===== src/rtl/key_ctrl_if.sv =====
// Bundle of the pushbutton inputs, the debounced key events and the mode toggles.
// The master side drives the raw keys; the slave side (key_ctrl) produces everything else.
interface key_ctrl_if;
    logic [1:0] key_n;
    logic [1:0] pressed;
    logic [1:0] press;
    logic [1:0] short_press;
    logic [1:0] long_press;
    logic       clk_sel;
    logic       run;
    logic       clear;

    modport master (
        output key_n,
        input  pressed, press, short_press, long_press, clk_sel, run, clear
    );

    modport slave (
        input  key_n,
        output pressed, press, short_press, long_press, clk_sel, run, clear
    );
endinterface


===== src/rtl/key_ctrl.sv =====
// Two-key pushbutton front end: synchronise, debounce, classify short/long presses
// and keep the clock-rate select and run/stop toggles.
module key_ctrl #(
    parameter int DEBOUNCE_CYCLES = 100000,
    parameter int DB_W            = 17,
    parameter int HOLD_CYCLES     = 10000000,
    parameter int HOLD_W          = 24
) (
    input  logic       clock,
    input  logic       reset,
    key_ctrl_if.slave  bus
);

    typedef enum logic [1:0] {
        IDLE,
        SHORT,
        LONG
    } key_state_e;

    localparam logic [DB_W-1:0]   DB_LAST   = DB_W'(DEBOUNCE_CYCLES - 1);
    localparam logic [HOLD_W-1:0] HOLD_LAST = HOLD_W'(HOLD_CYCLES - 1);

    logic [1:0]        sync1;
    logic [1:0]        sync2;
    logic [1:0]        stable;
    logic [DB_W-1:0]   db_cnt [2];

    key_state_e        state_q [2];
    key_state_e        state_d [2];
    logic [HOLD_W-1:0] hold_q  [2];
    logic [HOLD_W-1:0] hold_d  [2];
    logic [1:0]        press_d;
    logic [1:0]        short_d;
    logic [1:0]        long_d;

    // Any return of the synchronised level to the stable one restarts qualification,
    // so the counter only reaches its terminal value on an unbroken run.
    always_ff @(posedge clock) begin
        if (reset) begin
            sync1  <= 2'b11;
            sync2  <= 2'b11;
            stable <= 2'b11;
            for (int i = 0; i < 2; i++) begin
                db_cnt[i] <= '0;
            end
        end else begin
            sync1 <= bus.key_n;
            sync2 <= sync1;
            for (int i = 0; i < 2; i++) begin
                if (sync2[i] == stable[i]) begin
                    db_cnt[i] <= '0;
                end else if (db_cnt[i] == DB_LAST) begin
                    stable[i] <= sync2[i];
                    db_cnt[i] <= '0;
                end else begin
                    db_cnt[i] <= db_cnt[i] + DB_W'(1);
                end
            end
        end
    end

    always_comb begin
        state_d = state_q;
        hold_d  = hold_q;
        press_d = '0;
        short_d = '0;
        long_d  = '0;
        for (int i = 0; i < 2; i++) begin
            case (state_q[i])
                IDLE: begin
                    if (!stable[i]) begin
                        state_d[i] = SHORT;
                        hold_d[i]  = '0;
                        press_d[i] = 1'b1;
                    end
                end
                SHORT: begin
                    if (stable[i]) begin
                        state_d[i] = IDLE;
                        hold_d[i]  = '0;
                        short_d[i] = 1'b1;
                    end else if (hold_q[i] == HOLD_LAST) begin
                        state_d[i] = LONG;
                        hold_d[i]  = '0;
                        long_d[i]  = 1'b1;
                    end else begin
                        hold_d[i] = hold_q[i] + HOLD_W'(1);
                    end
                end
                LONG: begin
                    if (stable[i]) begin
                        state_d[i] = IDLE;
                    end
                end
                default: begin
                    state_d[i] = IDLE;
                    hold_d[i]  = '0;
                end
            endcase
        end
    end

    // Event pulses are registered on the same edge as the FSM transition.
    always_ff @(posedge clock) begin
        if (reset) begin
            for (int i = 0; i < 2; i++) begin
                state_q[i] <= IDLE;
                hold_q[i]  <= '0;
            end
            bus.pressed     <= '0;
            bus.press       <= '0;
            bus.short_press <= '0;
            bus.long_press  <= '0;
        end else begin
            state_q         <= state_d;
            hold_q          <= hold_d;
            bus.pressed     <= ~stable;
            bus.press       <= press_d;
            bus.short_press <= short_d;
            bus.long_press  <= long_d;
        end
    end

    // A long press on key 0 stops the counters as well as clearing them.
    always_ff @(posedge clock) begin
        if (reset) begin
            bus.clk_sel <= 1'b0;
            bus.run     <= 1'b0;
            bus.clear   <= 1'b0;
        end else begin
            bus.clk_sel <= bus.clk_sel ^ bus.short_press[1];
            bus.clear   <= bus.long_press[0];
            if (bus.long_press[0]) begin
                bus.run <= 1'b0;
            end else if (bus.short_press[0]) begin
                bus.run <= ~bus.run;
            end
        end
    end

endmodule


===== src/flat_wrapper.sv =====
// flat-port wrapper written by rule: the top's interface ports become plain ports
module key_ctrl_flat 
#(
    parameter int DEBOUNCE_CYCLES = 100000,
    parameter int DB_W            = 17,
    parameter int HOLD_CYCLES     = 10000000,
    parameter int HOLD_W          = 24
)
  (clock, reset, bus_key_n, bus_pressed, bus_press, bus_short_press, bus_long_press, bus_clk_sel, bus_run, bus_clear);
  key_ctrl_if bus_i ();
  input  logic clock;
  input  logic reset;
  input wire logic [$bits(bus_i.key_n)-1:0] bus_key_n;
  output wire logic [$bits(bus_i.pressed)-1:0] bus_pressed;
  output wire logic [$bits(bus_i.press)-1:0] bus_press;
  output wire logic [$bits(bus_i.short_press)-1:0] bus_short_press;
  output wire logic [$bits(bus_i.long_press)-1:0] bus_long_press;
  output wire logic [$bits(bus_i.clk_sel)-1:0] bus_clk_sel;
  output wire logic [$bits(bus_i.run)-1:0] bus_run;
  output wire logic [$bits(bus_i.clear)-1:0] bus_clear;
  assign bus_i.key_n = bus_key_n;
  assign bus_pressed = bus_i.pressed;
  assign bus_press = bus_i.press;
  assign bus_short_press = bus_i.short_press;
  assign bus_long_press = bus_i.long_press;
  assign bus_clk_sel = bus_i.clk_sel;
  assign bus_run = bus_i.run;
  assign bus_clear = bus_i.clear;
  key_ctrl #(.DEBOUNCE_CYCLES(DEBOUNCE_CYCLES), .DB_W(DB_W), .HOLD_CYCLES(HOLD_CYCLES), .HOLD_W(HOLD_W)) u_core (.clock(clock), .reset(reset), .bus(bus_i));
endmodule

===== config.mk =====
export PLATFORM = sky130hd
export DESIGN_NAME = key_ctrl_flat
export DESIGN_NICKNAME = d
export VERILOG_FILES = /design/src/rtl/key_ctrl_if.sv /design/src/rtl/key_ctrl.sv /design/src/flat_wrapper.sv
export SDC_FILE = /design/constraint.sdc
export NUM_CORES = 1
export LEC_CHECK = 0
export BUFFER_PORTS_ARGS = -buffer_cell sky130_fd_sc_hd__buf_2
export CAP_MARGIN = 30
export CORE_ASPECT_RATIO = 0.8
export CORE_MARGIN = 1.5
export CORE_UTILIZATION = 65
export CTS_BUF_LIST = sky130_fd_sc_hd__clkbuf_4 sky130_fd_sc_hd__clkbuf_8
export DETAILED_ROUTE_END_ITERATION = 10
export HOLD_SLACK_MARGIN = 0.05
export PLACE_DENSITY_LB_ADDON = 0.25
export SLEW_MARGIN = 10
export SYNTH_ARGS = -nofsm -noshare
export SYNTH_HDL_FRONTEND = slang
export SYNTH_SLANG_ARGS = --single-unit

===== constraint.sdc =====
create_clock -name clock -period 4.9 [get_ports clock]
set_input_delay 0.735 -clock clock [delete_from_list [all_inputs] [get_ports clock]]
set_output_delay 0.735 -clock clock [all_outputs]
set_load 0.005 [all_outputs]

# After elaboration in Yosys (flattened, before gate mapping)
# Memories as Yosys holds them, arrays and structs flattened.
# Cells that the tools add are included.
# W data, S select, Z words.
# totals
regBits	69
latchBits	0
mem_bits_rw	34
romBits	0
in_bits	4
output_inout_bits	11
word_cells	125
memories	1
# memory_table
memory	words	width	rd	rd_clocked_by_memory_dff	wr	line_no	source
u_core.db_cnt	2	17	2	0	2	key_ctrl.sv:26	logic [DB_W-1:0] db_cnt [2];
# classes
addsub	4
multipliers	0
div	0
magnitude_cmp	0
eq_ne	16
n_shift	0
n_mux	54
n_bitwise	17
n_reduce_logical	15
# op_table
operator	count
$mux W24	6
$pmux W24 S3	2
$mux W17	6
$add A24 B1 Y24 const B	2
$eq A24 B24 Y1 const B	2
$add A17 B1 Y17 const B	2
$eq A17 B17 Y1 const B	2
$mux W1	30
$mux W2	8
$pmux W2 S3	2
$reduce_or A2 Y1	5
$not A1 Y1	9
$reduce_and A2 Y1	4
$ne A3 B1 Y1 const B	2
$or A1 B1 Y1	6
$reduce_and A3 Y1	2
$reduce_or A3 Y1	2
$eq A2 B1 Y1 const B	2
$eq A2 B2 Y1 const B	2
$logic_not A2 Y1	2
$ne A2 B1 Y1 const B	2
$ne A2 B2 Y1 const B	2
$eq A1 B1 Y1	2
$not A2 Y2	1
$xor A1 B1 Y1	1

# Logic depth before layout (Yosys ltp)
# depth
depth_word	7
ltp_mapped	8
mapped_depth_nobuf	6

# Least setup slack after synthesis
# No wires, ideal clock.
# synth_path
path_kind	register to register
start	memory u_core.db_cnt[1][5]
end	memory u_core.db_cnt[1][12] (data pin)
setup_time_ps	254
arrival_ps	1799
required_ps	4646
slack_ps	2847
path_stages_with_launch	9
path_buffers	3
synth_period_minus_slack_ps	2053
cell_sequence	edfxtp_1 > buf_2 > or4_1 > nor4b_1 > and3_1 > or2_1 > buf_4 > buf_6 > nor2_1
# synth_lines
element	line_no
start, declared	key_ctrl.sv:26

# Worst setup path in the final report
# layout_path
start	register u_core.hold_q[25] in the netlist's numbering
end	register u_core.hold_q[34] in the netlist's numbering
# layout_via
elab_chain_len	4
word_cells_on_any_way	5
classes_between	add/sub: 1; eq/ne: 1; mux: 3
# layout_lines
element	line_no	source
start, declared	key_ctrl.sv:30	logic [HOLD_W-1:0] hold_q [2];
start signal, assigned	key_ctrl.sv:116	hold_q <= hold_d;
$add A24 B1 Y24 or $eq A24 B24 Y1 (tied branches)	key_ctrl.sv:87, key_ctrl.sv:82	
$mux W24 *	key_ctrl.sv:82	end else if (hold_q[i] == HOLD_LAST) begin
$mux W24 *	key_ctrl.sv:78	if (stable[i]) begin
$pmux W24 S3 *	key_ctrl.sv:69	case (state_q[i])
# Every way passes the cells marked *; elsewhere a longest branch is shown, timed or not.
# A chain may end at the register's enable or synchronous reset.

==> results.ini <==
[clocking]
clockBufferDepth = 2
clkLatencyLatePin_ns = 0.36
cts_tree = done
hold_buffers = 0
cts-root-buf = clkbuf_8
clock-sinks = 103
cts_setup_buffers = 0
h-tree-depth = 3
cts_buffers = 9
cts-resized-gates = 0
clk_pin_slew_ns = 0.10

[route]
drc_errors = 0
drt_iter0_markers = 184
routed_wl_um = 9389
ant_nets = 0
firstDrtPassIters = 4
num_vias = 3820
post_drt_wl_per_cell_um = 13.79
vias_per_cell = 5.609

[timing]
period_minus_slack_ns = 2.384
worst_pin_slew_ns = 0.8928
finalCritPeriodShare_pct = 48.65
hold_viol = 0
hold_ws_ns = 0.4244
max-slew-margin-rel_pct = 40.35
setup_viol = 0
maxSlewViolCount = 0
fin_skew_ns = 0.01186
setup_tns_ns = 0
clock.fmax_mhz = 419.5
rsz0062_at_grt = no

[yosys]
synthFlopType = dfxtp_1
synth_cell_type_count = 59
netlist_instances = 530
syn_area_um2 = 5032
ys.warnings.count = 0
async_flop_share_pct = 0
ys_ff_latch = 103
synth_edf_count = 34
synth_area_per_cell_um2 = 9.495
synth-seq-area-share_pct = 47.74

[layout]
layout_commonest_cell = nor2_1
layout.cells.non_filler = 681
layout-drive-gt1-share_pct = 9.896
area_delta_synth_final_pct = 9.025
fin_nets = 579
antenna_cells = 0
layout_common_cells = nor2_1 (90), dfxtp_1 (69), nand3_1 (43)

[setup_path]
required_ns = 5.12
critPathSlowestCell = o21bai_1
worst-path-buf-inv = 0
cp-end-kind = register
critPathMaxStageDelay_ns = 0.75
worstSetupStartpoint = u_core.hold_q[25]
crit_path_max_fanout = 11
worst-endpoint-arrival_ns = 2.61
cp_cell_sequence = ha_1 -> nand3_1 -> nor4_1 -> a21oi_1 -> o21bai_1 -> nor2_1
worstSetupStartpointType = register
crit_family = compound AO/OA/AOI/OAI gates
critical_path_class = register to register
timing.rr.start = u_core.hold_q[25]

[power_and_ir_drop]
p_sw_mw = 0.3253
internal_power_mw = 1.223
switching_share_pct = 21.00
p_comb_share_pct = 2.4
p_per_area_nw_per_um2 = 282.3
p_clk_share_pct = 38.9
peakVddDrop_uv = 196.4
power.leakage_nw = 1.915
p_seq_share_pct = 58.6

[placement]
portBuffers = 14
place.gp.congestion = 0.8446
hpwl_um = 6488
placed_cells = 665

[global_route]
grt_overflow = 0
gr-usage-all-layers_pct = 24.35
grt_max_degree = 32
grt_pass1_wl_um = 16040
antenna_found_initial = 0
grt_pass1_vias = 3637

[floorplanning]
dieArea_um2 = 8282
die_h_um = 81.70
io_pins = 15
rows = 28
start_util_pct = 67.44
die_x_um = 101.4
core_um2 = 7462

[job]
drv_cap = 0

[hold_path]
worstHoldStart = u_core.sync1[0]
holdCritPathClass = register to register

[outcome]
outcome = complete, no violations

## registers in the layout, summed over array words and instances, names as in the netlist
register,cells
u_core.bus.clk_sel,1
u_core.hold_q,48
u_core.bus.long_press,2
u_core.db_cnt,34
u_core.state_q,4
u_core.bus.clear,1
u_core.sync1,2
u_core.bus.run,1
u_core.bus.short_press,2
u_core.stable,2
u_core.bus.press,2
u_core.bus.pressed,2
u_core.sync2,2
## worst reg2reg max path, cell delays in order (launching register included)
cell      delay (ns)
dfxtp_1         0.38
ha_1            0.24
nand3_1         0.15
nor4_1          0.43
a21oi_1         0.18
o21bai_1        0.75
nor2_1          0.12
## layout make-up
cell class,count,area [µm²]
multi-input combinational,431,2608
fill,554,1976
clock buffer,11,151.4
clock inverter,5,78.83
tap,105,131.4
sequential,103,2402
inverter,12,45.04
timing repair buffer,14,70.07
## metal layers
layer  GRT usage (%)  part of all wire (%)  up-vias
li1                -                     -     1903
met1           31.87                    47     1816
met2           40.47                    46       89
met3           5.617                   5.2       12
met4           7.500                   1.2        0
met5               0                     0        -
## power by group through the flow
stage	registers, mW	clock network, mW	logic, mW
after floorplan	0.923	0	0.0331
after global placement	0.926	0	0.0354
after detailed placement	0.927	0	0.0364
after CTS	0.908	0.610	0.0369
after global routing	0.910	0.640	0.0434
final	0.908	0.603	0.0377
## synth_stat cells (all sizes together), types with 4 or more instances
library cell	instances	area share, %
o21ai	6	0.67
or4	4	0.67
nor2	91	6.8
nor4	12	2.5
and4	5	0.87
edfxtp	34	20
nand3	43	4.3
or2	9	1.1
and3	16	2.0
nand4	11	1.5
and2	6	0.75
ha	4	0.99
nand2b	5	0.62
o21bai	4	0.60
clkbuf	6	0.45
nor4b	6	1.0
nand2	37	2.8
dfxtp	69	27
nor3	20	2.6
or3	6	0.75
xnor2	40	7.0
inv	12	0.90
a21oi	9	0.90
buf	11	1.6
xor2	25	4.4
## through the flow
stage	utilization (%)	cell area [µm²]	setup WS, ns	power (mW)
after floorplan	-	5156	2.847	0.9558
final	73.52	5487	2.516	1.549
after detailed placement	70.44	5256	2.509	0.9635
after global routing	73.52	5487	2.249	1.594
after global placement	70.44	5256	2.596	0.9617
after CTS	73.52	5487	2.497	1.554
## worst paths after layout
| kind | end | slack [ns] | cells after the start |
|---|---|---|---|
| worst min register to register | u_core.sync2[0] | 0.42 | 1 |
| worst max register to register | u_core.hold_q[34] | 2.52 | 6 |
| worst max-delay path | u_core.hold_q[34] | 2.52 | 6 |
| worst min-delay path | u_core.sync2[0] | 0.42 | 1 |
## kinds of logic after synthesis
family,after synthesis,synth area share (%)
other,1,0.07452
buffers and inverters,29,2.909
multiplexers,4,0.8205
AO/OA/AOI/OAI,36,5.023
AND/OR/NAND/NOR,288,31.13
XOR/XNOR,65,11.31
adder cells (fa/ha/maj),4,0.9946
flip-flops,103,47.74
No activity file was read; power rests on OpenSTA's default activity.
